### src/rtl/car_park_pkg.sv
// Shared FSM encodings and width helpers for the car park controller.
package car_park_pkg;

    localparam logic [1:0] S_IDLE     = 2'd0;
    localparam logic [1:0] S_BAR_IN   = 2'd1;
    localparam logic [1:0] S_WAIT_PAY = 2'd2;
    localparam logic [1:0] S_BAR_OUT  = 2'd3;

    function automatic int clog2(input int n);
        int r;
        r = 0;
        while ((1 << r) < n) r++;
        return r;
    endfunction

    // Never collapse to zero width, so single-slot or one-tick builds still elaborate.
    function automatic int id_width(input int n);
        return (clog2(n) < 1) ? 1 : clog2(n);
    endfunction

    function automatic int cnt_width(input int n);
        return clog2(n + 1);
    endfunction

endpackage

### src/rtl/car_park_bar_timer.sv
// Bar hold timer: a load pulse opens the bar for exactly CYCLES clocks.
module bar_timer
    import car_park_pkg::*;
#(
    parameter int CYCLES = 5000
) (
    input  logic clk,
    input  logic rst,
    input  logic load,
    output logic open,
    output logic last
);

    localparam int CW = cnt_width(CYCLES);

    logic [CW-1:0] cnt;

    always_ff @(posedge clk or posedge rst) begin
        if (rst) begin
            cnt  <= '0;
            open <= 1'b0;
        end else if (load) begin
            cnt  <= CW'(CYCLES - 1);
            open <= 1'b1;
        end else if (open) begin
            if (cnt == '0) open <= 1'b0;
            else           cnt  <= cnt - CW'(1);
        end
    end

    // Final open cycle; the FSM leaves its bar state on the same edge the bar drops.
    assign last = open && (cnt == '0);

endmodule

### src/rtl/car_park_ctrl.sv
// Multi-slot car park controller: ticketing, hourly billing, entry/exit bars.
// Define CARPARK_FEE_CAP_EN to clamp the computed fee at MAX_FEE.
module car_park_ctrl
    import car_park_pkg::*;
#(
    parameter int N_SLOTS         = 5,
    parameter int TICKS_PER_HOUR  = 3600,
    parameter int TIME_W          = 16,
    parameter int FEE_PER_HOUR    = 1,
    parameter int FEE_W           = 8,
    parameter int MAX_FEE         = 5,
    parameter int BAR_OPEN_CYCLES = 5000,
    localparam int ID_W           = id_width(N_SLOTS),
    localparam int CNT_W          = cnt_width(N_SLOTS)
) (
    input  logic             clk,
    input  logic             rst,
    input  logic             sin,
    input  logic             sout,
    input  logic [ID_W-1:0]  ticket_id,
    input  logic             pay,
    output logic             bin,
    output logic             bout,
    output logic [ID_W-1:0]  ticket_out,
    output logic             ticket_valid,
    output logic [FEE_W-1:0] fee,
    output logic             fee_valid,
    output logic             err_bad_ticket,
    output logic [CNT_W-1:0] free_slots,
    output logic             full
);

    localparam int PW = id_width(TICKS_PER_HOUR);
    localparam int RW = TIME_W + 33;

    logic [1:0]        state;
    logic              sin_q, sout_q, pay_q;
    logic              ent_pend, ex_pend;
    logic [ID_W-1:0]   ex_tid, cur_slot;
    logic [N_SLOTS-1:0] occ;
    logic [TIME_W-1:0] etime [N_SLOTS];
    logic [PW-1:0]     presc;
    logic [TIME_W-1:0] hour;

    logic [ID_W-1:0]   free_idx;
    logic              have_free, ex_occ;
    logic [TIME_W-1:0] ex_etime, stay;
    logic [RW-1:0]     raw_fee;
    logic [FEE_W-1:0]  fee_sat, fee_due;
    logic              ex_take, ent_take, pay_take;
    logic              bin_last, bout_last;

`ifndef CARPARK_FEE_CAP_EN
    logic unused_max_fee;
    assign unused_max_fee = ^MAX_FEE;
`endif

    // Lowest-index free slot wins.
    always_comb begin
        free_idx  = '0;
        have_free = 1'b0;
        for (int i = N_SLOTS - 1; i >= 0; i--) begin
            if (!occ[i]) begin
                free_idx  = ID_W'(i);
                have_free = 1'b1;
            end
        end
    end

    // Out-of-range ticket ids match no slot and read as unoccupied.
    always_comb begin
        ex_occ   = 1'b0;
        ex_etime = '0;
        for (int i = 0; i < N_SLOTS; i++) begin
            if (ex_tid == ID_W'(i)) begin
                ex_occ   = occ[i];
                ex_etime = etime[i];
            end
        end
    end

    // Hour difference wraps mod 2^TIME_W, so stays beyond that are undercharged.
    always_comb begin
        stay    = hour - ex_etime;
        raw_fee = (RW'(stay) + RW'(1)) * RW'(FEE_PER_HOUR);
        fee_sat = (|raw_fee[RW-1:FEE_W]) ? '1 : raw_fee[FEE_W-1:0];
`ifdef CARPARK_FEE_CAP_EN
        fee_due = (fee_sat > FEE_W'(MAX_FEE)) ? FEE_W'(MAX_FEE) : fee_sat;
`else
        fee_due = fee_sat;
`endif
    end

    // Exit before entry: freeing capacity first can unblock a waiting car.
    assign ex_take  = (state == S_IDLE) && ex_pend;
    assign ent_take = (state == S_IDLE) && !ex_pend && ent_pend && have_free;
    assign pay_take = (state == S_WAIT_PAY) && pay_q;

    bar_timer #(.CYCLES(BAR_OPEN_CYCLES)) u_bar_in (
        .clk  (clk),
        .rst  (rst),
        .load (ent_take),
        .open (bin),
        .last (bin_last)
    );

    bar_timer #(.CYCLES(BAR_OPEN_CYCLES)) u_bar_out (
        .clk  (clk),
        .rst  (rst),
        .load (pay_take),
        .open (bout),
        .last (bout_last)
    );

    always_ff @(posedge clk or posedge rst) begin
        if (rst) begin
            sin_q    <= 1'b0;
            sout_q   <= 1'b0;
            pay_q    <= 1'b0;
            ent_pend <= 1'b0;
            ex_pend  <= 1'b0;
            ex_tid   <= '0;
            presc    <= '0;
            hour     <= '0;
        end else begin
            sin_q    <= sin;
            sout_q   <= sout;
            pay_q    <= pay;
            ent_pend <= (ent_pend && !ent_take) || (sin && !sin_q);
            ex_pend  <= (ex_pend && !ex_take) || (sout && !sout_q);
            if (sout && !sout_q) ex_tid <= ticket_id;
            if (presc == PW'(TICKS_PER_HOUR - 1)) begin
                presc <= '0;
                hour  <= hour + TIME_W'(1);
            end else begin
                presc <= presc + PW'(1);
            end
        end
    end

    always_ff @(posedge clk or posedge rst) begin
        if (rst) begin
            occ <= '0;
            for (int i = 0; i < N_SLOTS; i++) etime[i] <= '0;
        end else begin
            for (int i = 0; i < N_SLOTS; i++) begin
                if (ent_take && free_idx == ID_W'(i)) begin
                    occ[i]   <= 1'b1;
                    etime[i] <= hour;
                end else if (pay_take && cur_slot == ID_W'(i)) begin
                    occ[i]   <= 1'b0;
                end
            end
        end
    end

    always_ff @(posedge clk or posedge rst) begin
        if (rst) begin
            state          <= S_IDLE;
            cur_slot       <= '0;
            ticket_out     <= '0;
            ticket_valid   <= 1'b0;
            fee            <= '0;
            fee_valid      <= 1'b0;
            err_bad_ticket <= 1'b0;
            free_slots     <= CNT_W'(N_SLOTS);
            full           <= 1'b0;
        end else begin
            ticket_valid   <= 1'b0;
            err_bad_ticket <= 1'b0;
            case (state)
                S_IDLE: begin
                    if (ex_take) begin
                        if (ex_occ) begin
                            fee       <= fee_due;
                            fee_valid <= 1'b1;
                            cur_slot  <= ex_tid;
                            state     <= S_WAIT_PAY;
                        end else begin
                            err_bad_ticket <= 1'b1;
                        end
                    end else if (ent_take) begin
                        ticket_out   <= free_idx;
                        ticket_valid <= 1'b1;
                        free_slots   <= free_slots - CNT_W'(1);
                        full         <= (free_slots == CNT_W'(1));
                        state        <= S_BAR_IN;
                    end
                end
                S_BAR_IN: if (bin_last) state <= S_IDLE;
                S_WAIT_PAY: begin
                    if (pay_take) begin
                        fee        <= '0;
                        fee_valid  <= 1'b0;
                        free_slots <= free_slots + CNT_W'(1);
                        full       <= 1'b0;
                        state      <= S_BAR_OUT;
                    end
                end
                S_BAR_OUT: if (bout_last) state <= S_IDLE;
                default: state <= S_IDLE;
            endcase
        end
    end

endmodule

### config.mk
export PLATFORM = sky130hd
export DESIGN_NAME = car_park_ctrl
export DESIGN_NICKNAME = d
export VERILOG_FILES = /design/src/rtl/car_park_pkg.sv /design/src/rtl/car_park_bar_timer.sv /design/src/rtl/car_park_ctrl.sv
export SDC_FILE = /design/constraint.sdc
export NUM_CORES = 1
export LEC_CHECK = 0
export ABC_CLOCK_PERIOD_IN_PS = 4100
export CAP_MARGIN = 15
export CELL_PAD_IN_SITES_DETAIL_PLACEMENT = 1
export CELL_PAD_IN_SITES_GLOBAL_PLACEMENT = 1
export CORE_MARGIN = 1.5
export CORE_UTILIZATION = 43
export CTS_CLUSTER_SIZE = 30
export DETAILED_ROUTE_END_ITERATION = 10
export GPL_TIMING_DRIVEN = 0
export PLACE_DENSITY_LB_ADDON = 0.3
export RECOVER_POWER = 25
export SYNTH_ARGS = -nofsm -noshare
export SYNTH_HDL_FRONTEND = slang
export SYNTH_HIERARCHICAL = 1
export SYNTH_SLANG_ARGS = --single-unit
export TNS_END_PERCENT = 100
### constraint.sdc
create_clock -name clk -period 4.1 [get_ports clk]
set_input_delay 0.615 -clock clk [delete_from_list [all_inputs] [get_ports clk]]
set_output_delay 0.615 -clock clk [all_outputs]
set_load 0.05 [all_outputs]
# Word level (Yosys, flattened, before mapping)
# Index checks and enable logic that the tools add are counted.
# totals
ff_bits	172
input_bits	8
out_inout_bits	20
wordCells	190
# op_classes
n_addsub	8
n_eq_ne	28
mux	72
bitwise_logic	1
reduce_logical	50
# op_table
op	count
2-to-1 mux 16 bit	5
2-to-1 mux 13 bit	6
OR reduction 41 bit	1
2-to-1 mux 1 bit	37
2-to-1 mux 8 bit	4
zero test 13 bit	2
subtractor 13 x 1 -> 13 bit, second input constant	2
2-to-1 mux 3 bit	8
logical AND 1 bit	21
equality test 3 x 2 -> 1 bit, second input constant	6
inequality test 2 bit, second input constant	9
adder 16 x 1 -> 17 bit, second input constant	1
adder 16 x 1 -> 16 bit, second input constant	1
one-hot mux 8 bit (2 select lines)	1
nonzero test 2 bit	8
subtractor 16 bit	1
adder 12 x 1 -> 12 bit, second input constant	1
equality test 12 bit, second input constant	1
equality test 3 x 1 -> 1 bit, second input constant	4
2-to-1 mux 12 bit	1
2-to-1 mux 2 bit	6
equality test 3 bit, second input constant	3
zero test 3 bit	3
one-hot mux 2 bit (4 select lines)	1
other kinds (15)	26

# Depth between registers and ports, before layout
# Gate-level depths: netlist of the first run.
# logic_depth
ltp_word	13
depth_mapped	18
depth_no_buf	16

# By module
# Netlist of the first run, hierarchy kept.
# modules_own_cells
module	n_inst	cells_each	area_per_inst_um2	seq_area_each_um2
car_park_ctrl	1	630	7380.8	3606.0
bar_timer	2	81	773.2	350.3

# Worst setup path before layout of the first run
# Ideal clock, no wire load.
# synth_timing
kind	flip-flop to flip-flop
startpoint	register ex_tid[0]
endpoint	register fee[0]
setup_time_ns	0.126
t_arrival_ns	4.149
required_ns	3.974
setup_slack_ns	-0.175
path_stages_with_launch	16
n_path_buf	2
synth_period_minus_slack_ns	4.275
cell_sequence	dfrtp_1 > buf_2 > buf_1 > mux4_2 > a22o_1 > ha_1 > fa_1 > nor2b_2 > o22ai_1 > xnor2_2 > and4_4 > nand2_2 > or4_4 > o21ai_2 > a31oi_4 > a221o_1
# synth_via
elab_chain_len	13
word_cells_on_any_way	24
cone_classes	add/sub (2); eq/ne (5); mux (14); reduce/logical (3)
# synth_rtl
element	line	rtl
start, declared	car_park_ctrl.sv:39	logic [ID_W-1:0] ex_tid, cur_slot;
start signal, assigned	car_park_ctrl.sv:131	if (sout && !sout_q) ex_tid <= ticket_id;
zero test 3 bit	car_park_ctrl.sv:75	if (ex_tid == ID_W'(i)) begin
2-to-1 mux 16 bit (5 in series)	car_park_ctrl.sv:75	
subtractor 16 bit	car_park_ctrl.sv:84	stay = hour - ex_etime;
adder 16 x 1 -> 17 bit	car_park_ctrl.sv:85	raw_fee = (RW'(stay) + RW'(1)) * RW'(FEE_PER_HOUR);
OR reduction 41 bit	car_park_ctrl.sv:86	fee_sat = (|raw_fee[RW-1:FEE_W]) ? '1 : raw_fee[FEE_W-1:0];
2-to-1 mux 8 bit	car_park_ctrl.sv:86	
2-to-1 mux 8 bit	car_park_ctrl.sv:174	if (ex_occ) begin
2-to-1 mux 8 bit	car_park_ctrl.sv:173	if (ex_take) begin
one-hot mux 8 bit (2 select lines)	car_park_ctrl.sv:171	case (state)
end signal, assigned	car_park_ctrl.sv:175	fee <= fee_due;
end, declared	car_park_ctrl.sv:26	output logic [FEE_W-1:0] fee,
# Several ways; a longest one is shown, not always the timed one. The select of a mux whose other input is x is not followed.
# A chain may end at the register's enable or synchronous reset.

# Final worst setup path of the first run
# layout_timing
startpoint	register ex_tid[0]
endpoint	register fee[6]
# The elaborated chain is that of the path after synthesis.

==> impl_metrics.json, run 1 <==
{
  "finalSetupTns_ns": 0,
  "rsz0062_at_grt": "yes",
  "endpoint_kind": "flip-flop",
  "clockRootBuffer": "clkbuf_16",
  "cpMaxStageDelayCell": "or4_4",
  "wirelength_met1_mm": 9.98,
  "clk_latency_ns": 0.44,
  "dr.pass1.iters": 5,
  "die_h_um": 147,
  "regArea_mm2": 0.00431,
  "final_layout_size_suffix_gt1_share_pct": 23.6,
  "synth_edf_count": 0,
  "synth-seq-cells": 172,
  "clkTransAtPathRegs_ns": 0.07,
  "dieArea_mm2": 0.0216,
  "area_growth_pct": 17.7,
  "highest_layer": "met4",
  "placed_cells": 1092,
  "clkPwrFrac_pct": 33.4,
  "violations": "capacitance limit, slew limit",
  "fin_crit_ns": 4.02,
  "crit_family": "compound AO/OA/AOI/OAI gates",
  "num_rows": 52,
  "maxSlewViolCount": 36,
  "leakage_uw": 0.00470,
  "max_stage_delay_ns": 0.49,
  "whs_ns": 0.464,
  "status": "complete, but fails checks",
  "seq_area_frac_synth_pct": 48.2,
  "first_global_vias": 6974,
  "synthFlopType": "dfrtp_1",
  "clockBufferDepth": 2,
  "path_max_fanout": 10,
  "hold-path-cell-count": 1,
  "syn_area_mm2": 0.00893,
  "drt_iter0_drc": 271,
  "hold_path_class": "reg -> reg",
  "power_density_mw_per_mm2": 453,
  "postLayoutCellArea_mm2": 0.0105,
  "cts_max_level": 4,
  "layout.nets": 888,
  "vias": 6404,
  "path_buf_inv": 3,
  "yosys_warnings": 6,
  "tightest_slew_ns": 1.51,
  "syn-num-nets": 826,
  "dp_slack_ns": -0.932,
  "cts_buffers": 17,
  "syn-instance-count": 792,
  "cp_data_arrival_time_ns": 4.33,
  "cap_viol_max_count": 1,
  "core-area_mm2": 0.0203,
  "p_seq_share_pct": 44.7,
  "async_flop_share_pct": 100,
  "grt_usage_pct": 21.6,
  "hpwl_mm": 15.8,
  "cts_sinks": 172,
  "multi_input_area_mm2": 0.00453,
  "final_common_cell": "dfrtp_1",
  "wl_met2_mm": 11.4,
  "r2r_cells": 16,
  "cts_tree": "built",
  "cp.required_ns": 4.41,
  "die_w_um": 147,
  "pwr-share-comb_pct": 21.9,
  "switchingPower_uw": 1510,
  "placement.io_buffers": 27,
  "synth.distinct_cells": 74,
  "via_per_inst": 5.63,
  "slew_headroom_pct": -0.898,
  "fin_ws_ns": 0.0825,
  "skew_ns": 0.0124,
  "wl_per_cell_um": 19.6,
  "fin_crit_sh_pct": 98.0,
  "path_cells": "buf_6, buf_8, and2_2, a22oi_1, o22a_1, ha_2, a21oi_2, buf_4, nand2_1, xor2_2, and4_4, nand2_2, or4_4, o21ai_4, a31oi_4, a221o_1",
  "initial_core_util_pct": 44.0,
  "hold_viol": 0,
  "place_congestion": 0.807,
  "fmax_mhz": 249,
  "ir_worst_vdd_mv": 0.229,
  "wl_mm": 22.3,
  "start_kind": "flip-flop",
  "overflow": 0,
  "worstSetupPathType": "reg -> reg",
  "drtAntennaViolNets": 0,
  "instances_no_fill": 1137,
  "sw_frac_of_total_pct": 31.7,
  "diodes": 0,
  "pin_count": 28,
  "placedInstanceArea_mm2": 0.00960,
  "wl_met3_um": 610,
  "drc": 0,
  "avgSynthCellArea_um2": 11.3,
  "setup_viol_count_final": 0,
  "nFillCells": 2200,
  "mostFrequentLayoutCells": "170 x dfrtp_1, 85 x mux2_2, 48 x nand2_1",
  "cp.depth": 16,
  "antenna_found_initial": 0,
  "internal_power_uw": 3250,
  "grt_start_max_net_pins": 45,
  "grt_first_pass_wirelength_mm": 36.9
}
-- stage by stage --
stage | total power [µW] | util [%]
finish | 4760 | 51.8
detailed placement | 3170 | 47.3
CTS | 4790 | 50.5
floorplan | 2820 | -
global route | 5000 | 51.8
global placement | 3080 | 47.0
-- registers in the layout, indices dropped and copies added, names as in the netlist --
name / count
etime: 80
hour: 16
u_bar_in/cnt: 13
u_bar_out/cnt: 13
presc: 12
fee: 8
occ: 5
cur_slot: 3
ex_tid: 3
free_slots: 3
ticket_out: 3
state: 2
ent_pend: 1
err_bad_ticket: 1
ex_pend: 1
fee_valid: 1
full: 1
pay_q: 1
sin_q: 1
sout_q: 1
ticket_valid: 1
u_bar_in/open: 1
u_bar_out/open: 1
-- area by class of cell --
cell class / instances / area share, %
clock buffers: 22 / 4.32
clock inverters: 10 / 1.10
inverters: 28 / 1.01
well taps: 270 / 3.21
repair buffers: 44 / 4.17
plain buffers: 41 / 2.08
flip-flops and latches: 172 / 41.0
multi-input cells: 550 / 43.1
-- repair_timing --
item	in CTS	in global routing
setup buffers	1	11
setup endpoints to repair	8	8
hold buffers	0	0
resized for setup	35	35
pin swaps	1	16
gates cloned	0	1
-- logic make-up after synthesis --
family,count (synthesis),synth area share [%]
adder cells (fa/ha/maj),26,3.73
multiplexers,113,15.4
AND/OR/NAND/NOR,230,13.9
flip-flops,172,48.2
AO/OA/AOI/OAI,133,10.6
XOR/XNOR,48,5.00
buffers and inverters,70,3.07
-- power groups by stage --
| stage | Clock (µW) | Sequential, µW | Combinational (µW) |
|---|---|---|---|
| after global placement | 0 | 2130 | 949 |
| after detailed placement | 0 | 2160 | 1020 |
| after global routing | 1690 | 2160 | 1150 |
| after floorplan | 0 | 2270 | 557 |
| after CTS | 1620 | 2130 | 1040 |
| final | 1590 | 2130 | 1040 |
-- cell usage after synthesis (3+ instances only) --
master | number | share of area (%)
dfrtp_1 | 170 | 48
mux2_2 | 85 | 11
nand2_1 | 49 | 2.1
nor2_1 | 46 | 1.9
o21ai_0 | 30 | 1.7
clkbuf_1 | 28 | 1.2
xnor2_1 | 28 | 2.7
inv_1 | 27 | 1.1
a21oi_1 | 26 | 1.5
ha_1 | 25 | 3.5
nand3_1 | 21 | 1.2
a22oi_1 | 20 | 1.7
xor2_1 | 18 | 1.8
mux2i_1 | 17 | 1.9
nor2b_1 | 13 | 0.91
or3_1 | 13 | 0.91
and3_1 | 12 | 0.84
nor4_1 | 12 | 0.84
mux4_2 | 11 | 2.8
nand4_1 | 10 | 0.70
or4_1 | 10 | 0.84
a221o_1 | 8 | 0.90
nand2b_1 | 8 | 0.56
buf_1 | 7 | 0.29
nand3b_1 | 7 | 0.59
a21o_1 | 6 | 0.50
buf_2 | 6 | 0.34
o31ai_1 | 6 | 0.50
nor3_1 | 5 | 0.28
o22a_1 | 5 | 0.49
o21a_1 | 4 | 0.34
a211oi_1 | 3 | 0.25
nor4b_1 | 3 | 0.29
-- worst paths after layout --
| check | startpoint | to | slack (ns) |
|---|---|---|---|
| min | presc[0]$_DFF_PP0_ | presc[0]$_DFF_PP0_ | 0.46 |
| min in group asynchronous | rst | u_bar_out/cnt[0]$_DFFE_PP0P_ | 0.81 |
| min reg2reg | presc[0]$_DFF_PP0_ | presc[0]$_DFF_PP0_ | 0.46 |
| max | ex_tid[0]$_DFFE_PP0P_ | fee[6]$_DFFE_PP0P_ | 0.08 |
| max in group asynchronous | rst | presc[11]$_DFF_PP0_ | 0.97 |
| max reg2reg | ex_tid[0]$_DFFE_PP0P_ | fee[6]$_DFFE_PP0P_ | 0.08 |
-- layer usage --
layer  up-vias  GRT usage, %
met3        22          3.29
met5         -             0
met4         0          6.70
li1       2992             -
met2        70          37.4
met1      3320          27.9
No activity file was read; power rests on OpenSTA's default activity.
==> run 2: changes to the inputs <==
--- a/config.mk
+++ b/config.mk
@@ -13,7 +13,7 @@
 export CORE_UTILIZATION = 43
 export CTS_CLUSTER_SIZE = 30
 export DETAILED_ROUTE_END_ITERATION = 10
-export GPL_TIMING_DRIVEN = 0
+export GPL_TIMING_DRIVEN = 1
 export PLACE_DENSITY_LB_ADDON = 0.3
 export RECOVER_POWER = 25
 export SYNTH_ARGS = -nofsm -noshare
==> impl_metrics.json, run 2 (synthesis gave the netlist of run 1 again) <==
{
  "path_max_fanout": 11,
  "clk_latency_ns": 0.43,
  "hold_path_class": "reg -> reg",
  "mostFrequentLayoutCells": "169 x dfrtp_1, 84 x mux2_2, 49 x nand2_1",
  "wl_mm": 21.4,
  "dieArea_mm2": 0.0216,
  "layout.nets": 859,
  "postLayoutCellArea_mm2": 0.0103,
  "total_power_uw": 4750,
  "clkTransAtPathRegs_ns": 0.06,
  "start_kind": "flip-flop",
  "cp_data_arrival_time_ns": 4.26,
  "clockBufferDepth": 2,
  "final_util_pct": 50.7,
  "drtAntennaViolNets": 0,
  "tightest_slew_ns": 1.69,
  "maxSlewViolCount": 113,
  "placedInstanceArea_mm2": 0.00960,
  "grt_start_max_net_pins": 76,
  "place_congestion": 0.812,
  "fin_crit_ns": 3.95,
  "internal_power_uw": 3250,
  "antenna_found_initial": 0,
  "max_stage_delay_ns": 0.55,
  "crit_family": "compound AO/OA/AOI/OAI gates",
  "via_per_inst": 5.75,
  "clockRootBuffer": "clkbuf_16",
  "largestRegisters": "etime (80), hour (16)",
  "vias": 6366,
  "power_density_mw_per_mm2": 461,
  "cts_tree": "built",
  "pwr-share-comb_pct": 20.9,
  "grt_first_pass_wirelength_mm": 35.4,
  "cts_sinks": 172,
  "final_layout_size_suffix_gt1_share_pct": 23.3,
  "finalSetupTns_ns": 0,
  "die_h_um": 147,
  "busiest_layer": "met2",
  "pin_count": 28,
  "area_growth_pct": 15.4,
  "num_rows": 52,
  "hpwl_mm": 15.1,
  "met1_usage_pct": 27.3,
  "cap_viol_max_count": 2,
  "status": "complete, but fails checks",
  "sw_frac_of_total_pct": 31.7,
  "use_met2_pct": 34.7,
  "cts_max_level": 4,
  "path_buf_inv": 3,
  "initial_core_util_pct": 44.0,
  "overflow": 0,
  "violations": "capacitance limit, slew limit",
  "fin_crit_sh_pct": 96.3,
  "path_cells": "buf_12, buf_16, mux4_2, a22oi_1, ha_2, nand4_1, a21oi_1, and3b_1, nor2_1, a311oi_1, buf_4, o211ai_1, o21ai_2, a31oi_4, a221o_1",
  "drc": 0,
  "multi_input_area_mm2": 0.00445,
  "switchingPower_uw": 1500,
  "regArea_mm2": 0.00431,
  "p_seq_share_pct": 45.4,
  "placement.io_buffers": 27,
  "cpMaxStageDelayCell": "mux4_2",
  "leakage_uw": 0.00465,
  "worstSetupPathType": "reg -> reg",
  "wl_per_cell_um": 19.3,
  "fmax_mhz": 253,
  "final_common_cell": "dfrtp_1",
  "endpoint_kind": "flip-flop",
  "skew_ns": 0.0102,
  "clkPwrFrac_pct": 33.8,
  "slew_headroom_pct": -13.6,
  "whs_ns": 0.436,
  "cts_buffers": 17,
  "dr.pass1.iters": 4,
  "drt_iter0_drc": 249,
  "die_w_um": 147,
  "met3_usage_pct": 3.57,
  "first_global_vias": 6804,
  "ir_worst_vdd_mv": 0.268,
  "largest_register": "etime",
  "setup_viol_count_final": 0,
  "largest_reg_flops": 80,
  "nFillCells": 2178,
  "cp.required_ns": 4.41,
  "hold_viol": 0,
  "core-area_mm2": 0.0203,
  "grt_usage_pct": 20.6,
  "diodes": 0
}
[run 2: final timing paths]
check                                      start                          end  slack [ns]  cells after the start
max in group asynchronous                    rst        etime[40]$_DFFE_PP0P_        0.61                      3
setup reg to reg           ex_tid[0]$_DFFE_PP0P_           fee[2]$_DFFE_PP0P_        0.15                     15
setup / recovery           ex_tid[0]$_DFFE_PP0P_           fee[2]$_DFFE_PP0P_        0.15                     15
hold / removal                   sin_q$_DFF_PP0_           ent_pend$_DFF_PP0_        0.44                      1
min in group asynchronous                    rst  u_bar_in/cnt[0]$_DFFE_PP0P_        0.81                      2
hold reg to reg                  sin_q$_DFF_PP0_           ent_pend$_DFF_PP0_        0.44                      1
[run 2: cell type report]
type | count | area share, %
Timing Repair Buffer | 56 | 5.07
Clock buffer | 22 | 4.51
Tap cell | 270 | 3.28
Clock inverter | 9 | 1.11
Inverter | 28 | 1.03
Sequential cell | 172 | 41.8
Multi-Input combinational cell | 550 | 43.2
[run 2: layer usage]
metal  up-vias  part of all wire, %
met5         -                    0
met4         0                 0.92
met3        15                  2.2
met2        74                   50
met1      3346                   47
li1       2931                    -
[run 2: stage by stage]
stage / std cells / worst slack, ns
after CTS: 1103 / 0.0571
final: 1107 / 0.150
after global placement: 1072 / 0.0537
after detailed placement: 1072 / -0.219
after floorplan: 792 / 0.0698
after global routing: 1107 / -0.00220
[run 2: what timing repair did]
action                                  in CTS  in global routing
setup buffers                                0                  4
cloned                                       0                  0
hold buffers                                 0                  0
endpoints found under the setup margin       8                  8
pin swaps                                    0                  8
resized for setup                            6                 23
[run 2: power groups by stage]
stage | combinational, µW | sequential (µW) | clock [µW]
finish | 991 | 2160 | 1600
global placement | 916 | 2150 | 0
CTS | 995 | 2150 | 1640
floorplan | 557 | 2270 | 0
detailed placement | 984 | 2180 | 0
global route | 1090 | 2200 | 1710
==> run 3: changes to the inputs <==
--- a/config.mk
+++ b/config.mk
@@ -6,9 +6,10 @@
 export NUM_CORES = 1
 export LEC_CHECK = 0
 export ABC_CLOCK_PERIOD_IN_PS = 4100
-export CAP_MARGIN = 15
+export CAP_MARGIN = 0
 export CELL_PAD_IN_SITES_DETAIL_PLACEMENT = 1
 export CELL_PAD_IN_SITES_GLOBAL_PLACEMENT = 1
+export CORE_ASPECT_RATIO = 1.2
 export CORE_MARGIN = 1.5
 export CORE_UTILIZATION = 43
 export CTS_CLUSTER_SIZE = 30
==> impl_metrics.json, run 3 (synthesis gave the netlist of run 1 again) <==
{
  "status": "complete, but fails checks",
  "hold_path_class": "reg -> reg",
  "endpoint_kind": "flip-flop",
  "cts_sinks": 172,
  "drc": 0,
  "tightest_slew_ns": 1.94,
  "rsz0062_at_grt": "no",
  "num_rows": 57,
  "holdBufCountCts": 0,
  "hold_viol": 0,
  "cts_max_level": 4,
  "cp.required_ns": 4.41,
  "clkTransAtPathRegs_ns": 0.07,
  "antenna_found_initial": 0,
  "maxSlewViolCount": 145,
  "dieArea_mm2": 0.0216,
  "whs_ns": 0.430,
  "clkPwrFrac_pct": 33.7,
  "hpwl_mm": 15.0,
  "skew_ns": 0.0137,
  "mostFrequentLayoutCells": "168 x dfrtp_1, 85 x mux2_2, 49 x nand2_1",
  "grt_usage_pct": 21.0,
  "grt_first_pass_wirelength_mm": 36.2,
  "nFillCells": 2158,
  "layout.nets": 855,
  "max_stage_delay_ns": 0.41,
  "wl_mm": 21.3,
  "largest_reg_flops": 80,
  "via_per_inst": 5.76,
  "ir_worst_vdd_mv": 0.293,
  "switchingPower_uw": 1520,
  "wl_per_cell_um": 19.4,
  "clockBufferDepth": 2,
  "internal_power_uw": 3190,
  "clockRootBuffer": "clkbuf_16",
  "cts_buffers": 17,
  "path_max_fanout": 17,
  "clk_latency_ns": 0.43,
  "path_cells": "buf_12, mux2i_1, o21ai_1, a22oi_1, o22a_1, ha_2, a21oi_2, a21oi_1, o21ai_1, nand4b_1, a2111oi_2, a21oi_1, a311oi_4, a31oi_4, a221o_1",
  "vias": 6328,
  "leakage_uw": 0.00463,
  "drtAntennaViolNets": 0,
  "placedInstanceArea_mm2": 0.00959,
  "path_buf_inv": 1,
  "place_congestion": 0.788,
  "cap_viol_max_count": 1,
  "cp_data_arrival_time_ns": 4.21,
  "fin_crit_ns": 3.91,
  "pwr-share-comb_pct": 20.5,
  "overflow": 0,
  "grt_start_max_net_pins": 145,
  "first_global_vias": 7014,
  "final_common_cell": "dfrtp_1",
  "fin_crit_sh_pct": 95.3,
  "initial_core_util_pct": 43.9,
  "worstSetupPathType": "reg -> reg",
  "pin_count": 28,
  "postCtsSetupRepairBufs": 0,
  "finalSetupTns_ns": 0,
  "total_power_uw": 4710,
  "diodes": 0,
  "largest_register": "etime",
  "postLayoutCellArea_mm2": 0.0102,
  "multi_input_area_mm2": 0.00443,
  "largestRegisters": "etime (80), hour (16)",
  "power_density_mw_per_mm2": 460,
  "p_seq_share_pct": 45.8,
  "crit_family": "compound AO/OA/AOI/OAI gates",
  "slew_headroom_pct": -29.3,
  "cpMaxStageDelayCell": "dfrtp_2",
  "setup_viol_count_final": 0,
  "final_layout_size_suffix_gt1_share_pct": 23.1,
  "die_h_um": 161,
  "sw_frac_of_total_pct": 32.4,
  "placement.io_buffers": 27,
  "area_growth_pct": 14.5,
  "die_w_um": 135,
  "cts_tree": "built",
  "fmax_mhz": 256,
  "start_kind": "flip-flop",
  "violations": "capacitance limit, slew limit",
  "regArea_mm2": 0.00431,
  "drt_iter0_drc": 327,
  "dr.pass1.iters": 4,
  "core-area_mm2": 0.0203
}
-- run 3: cell types whose count changed in the layout (fill, tap and decap cells not counted), sizes merged --
cell / previous run / this run
bufinv: 2 / 1
inv: 28 / 34
clkbuf: 22 / 21
clkinv: 3 / 4
buf: 29 / 24
clkinvlp: 4 / 1
-- run 3: what timing repair did --
action,CTS,global route
gates resized for setup,4,21
endpoints found under the setup margin,8,8
pin swaps,0,4
-- run 3: per-layer routing --
layer  global-route usage, %  part of all wire, %  up-vias  routed length (µm)
met5                       0                    0        -                   0
met4                    5.33                  1.3        0                 269
met3                    3.06                  1.7       18                 368
met2                    38.2                   54       62               11500
met1                    25.9                   43     3320                9140
li1                        -                    -     2928                   -
-- run 3: final timing paths --
| check | startpoint | to | slack [ns] | cells after the start |
|---|---|---|---|---|
| worst max-delay path | ex_tid[0]$_DFFE_PP0P_ | fee[6]$_DFFE_PP0P_ | 0.19 | 15 |
| worst min-delay path | sin_q$_DFF_PP0_ | ent_pend$_DFF_PP0_ | 0.43 | 1 |
| worst max register to register | ex_tid[0]$_DFFE_PP0P_ | fee[6]$_DFFE_PP0P_ | 0.19 | 15 |
| worst min register to register | sin_q$_DFF_PP0_ | ent_pend$_DFF_PP0_ | 0.43 | 1 |
| max in group asynchronous | rst | ex_tid[1]$_DFFE_PP0P_ | 1.38 | 3 |
| min in group asynchronous | rst | u_bar_in/cnt[0]$_DFFE_PP0P_ | 0.76 | 2 |
-- run 3: through the flow --
step	std cells	setup slack (ns)	utilization [%]
detailed placement	1067	-0.102	47.2
finish	1099	0.195	50.3
global placement	1067	0.138	47.2
CTS	1099	0.00755	50.0
global route	1099	0.000391	50.3
floorplan	792	0.0698	-
-- run 3: final cells by class --
class	instances	area share (%)
tap	265	3.24
clock buffer	20	4.37
clock inverter	12	1.25
multi-input combinational	550	43.3
sequential	172	42.1
timing repair buffer	52	4.60
inverter	28	1.06
-- run 3: power by group through the flow --
| stage | Sequential [µW] | Combinational, µW | Clock [µW] |
|---|---|---|---|
| after floorplan | 2270 | 557 | 0 |
| after global placement | 2160 | 914 | 0 |
| after detailed placement | 2180 | 977 | 0 |
| after CTS | 2150 | 983 | 1620 |
| after global routing | 2190 | 1070 | 1680 |
| final | 2150 | 966 | 1590 |
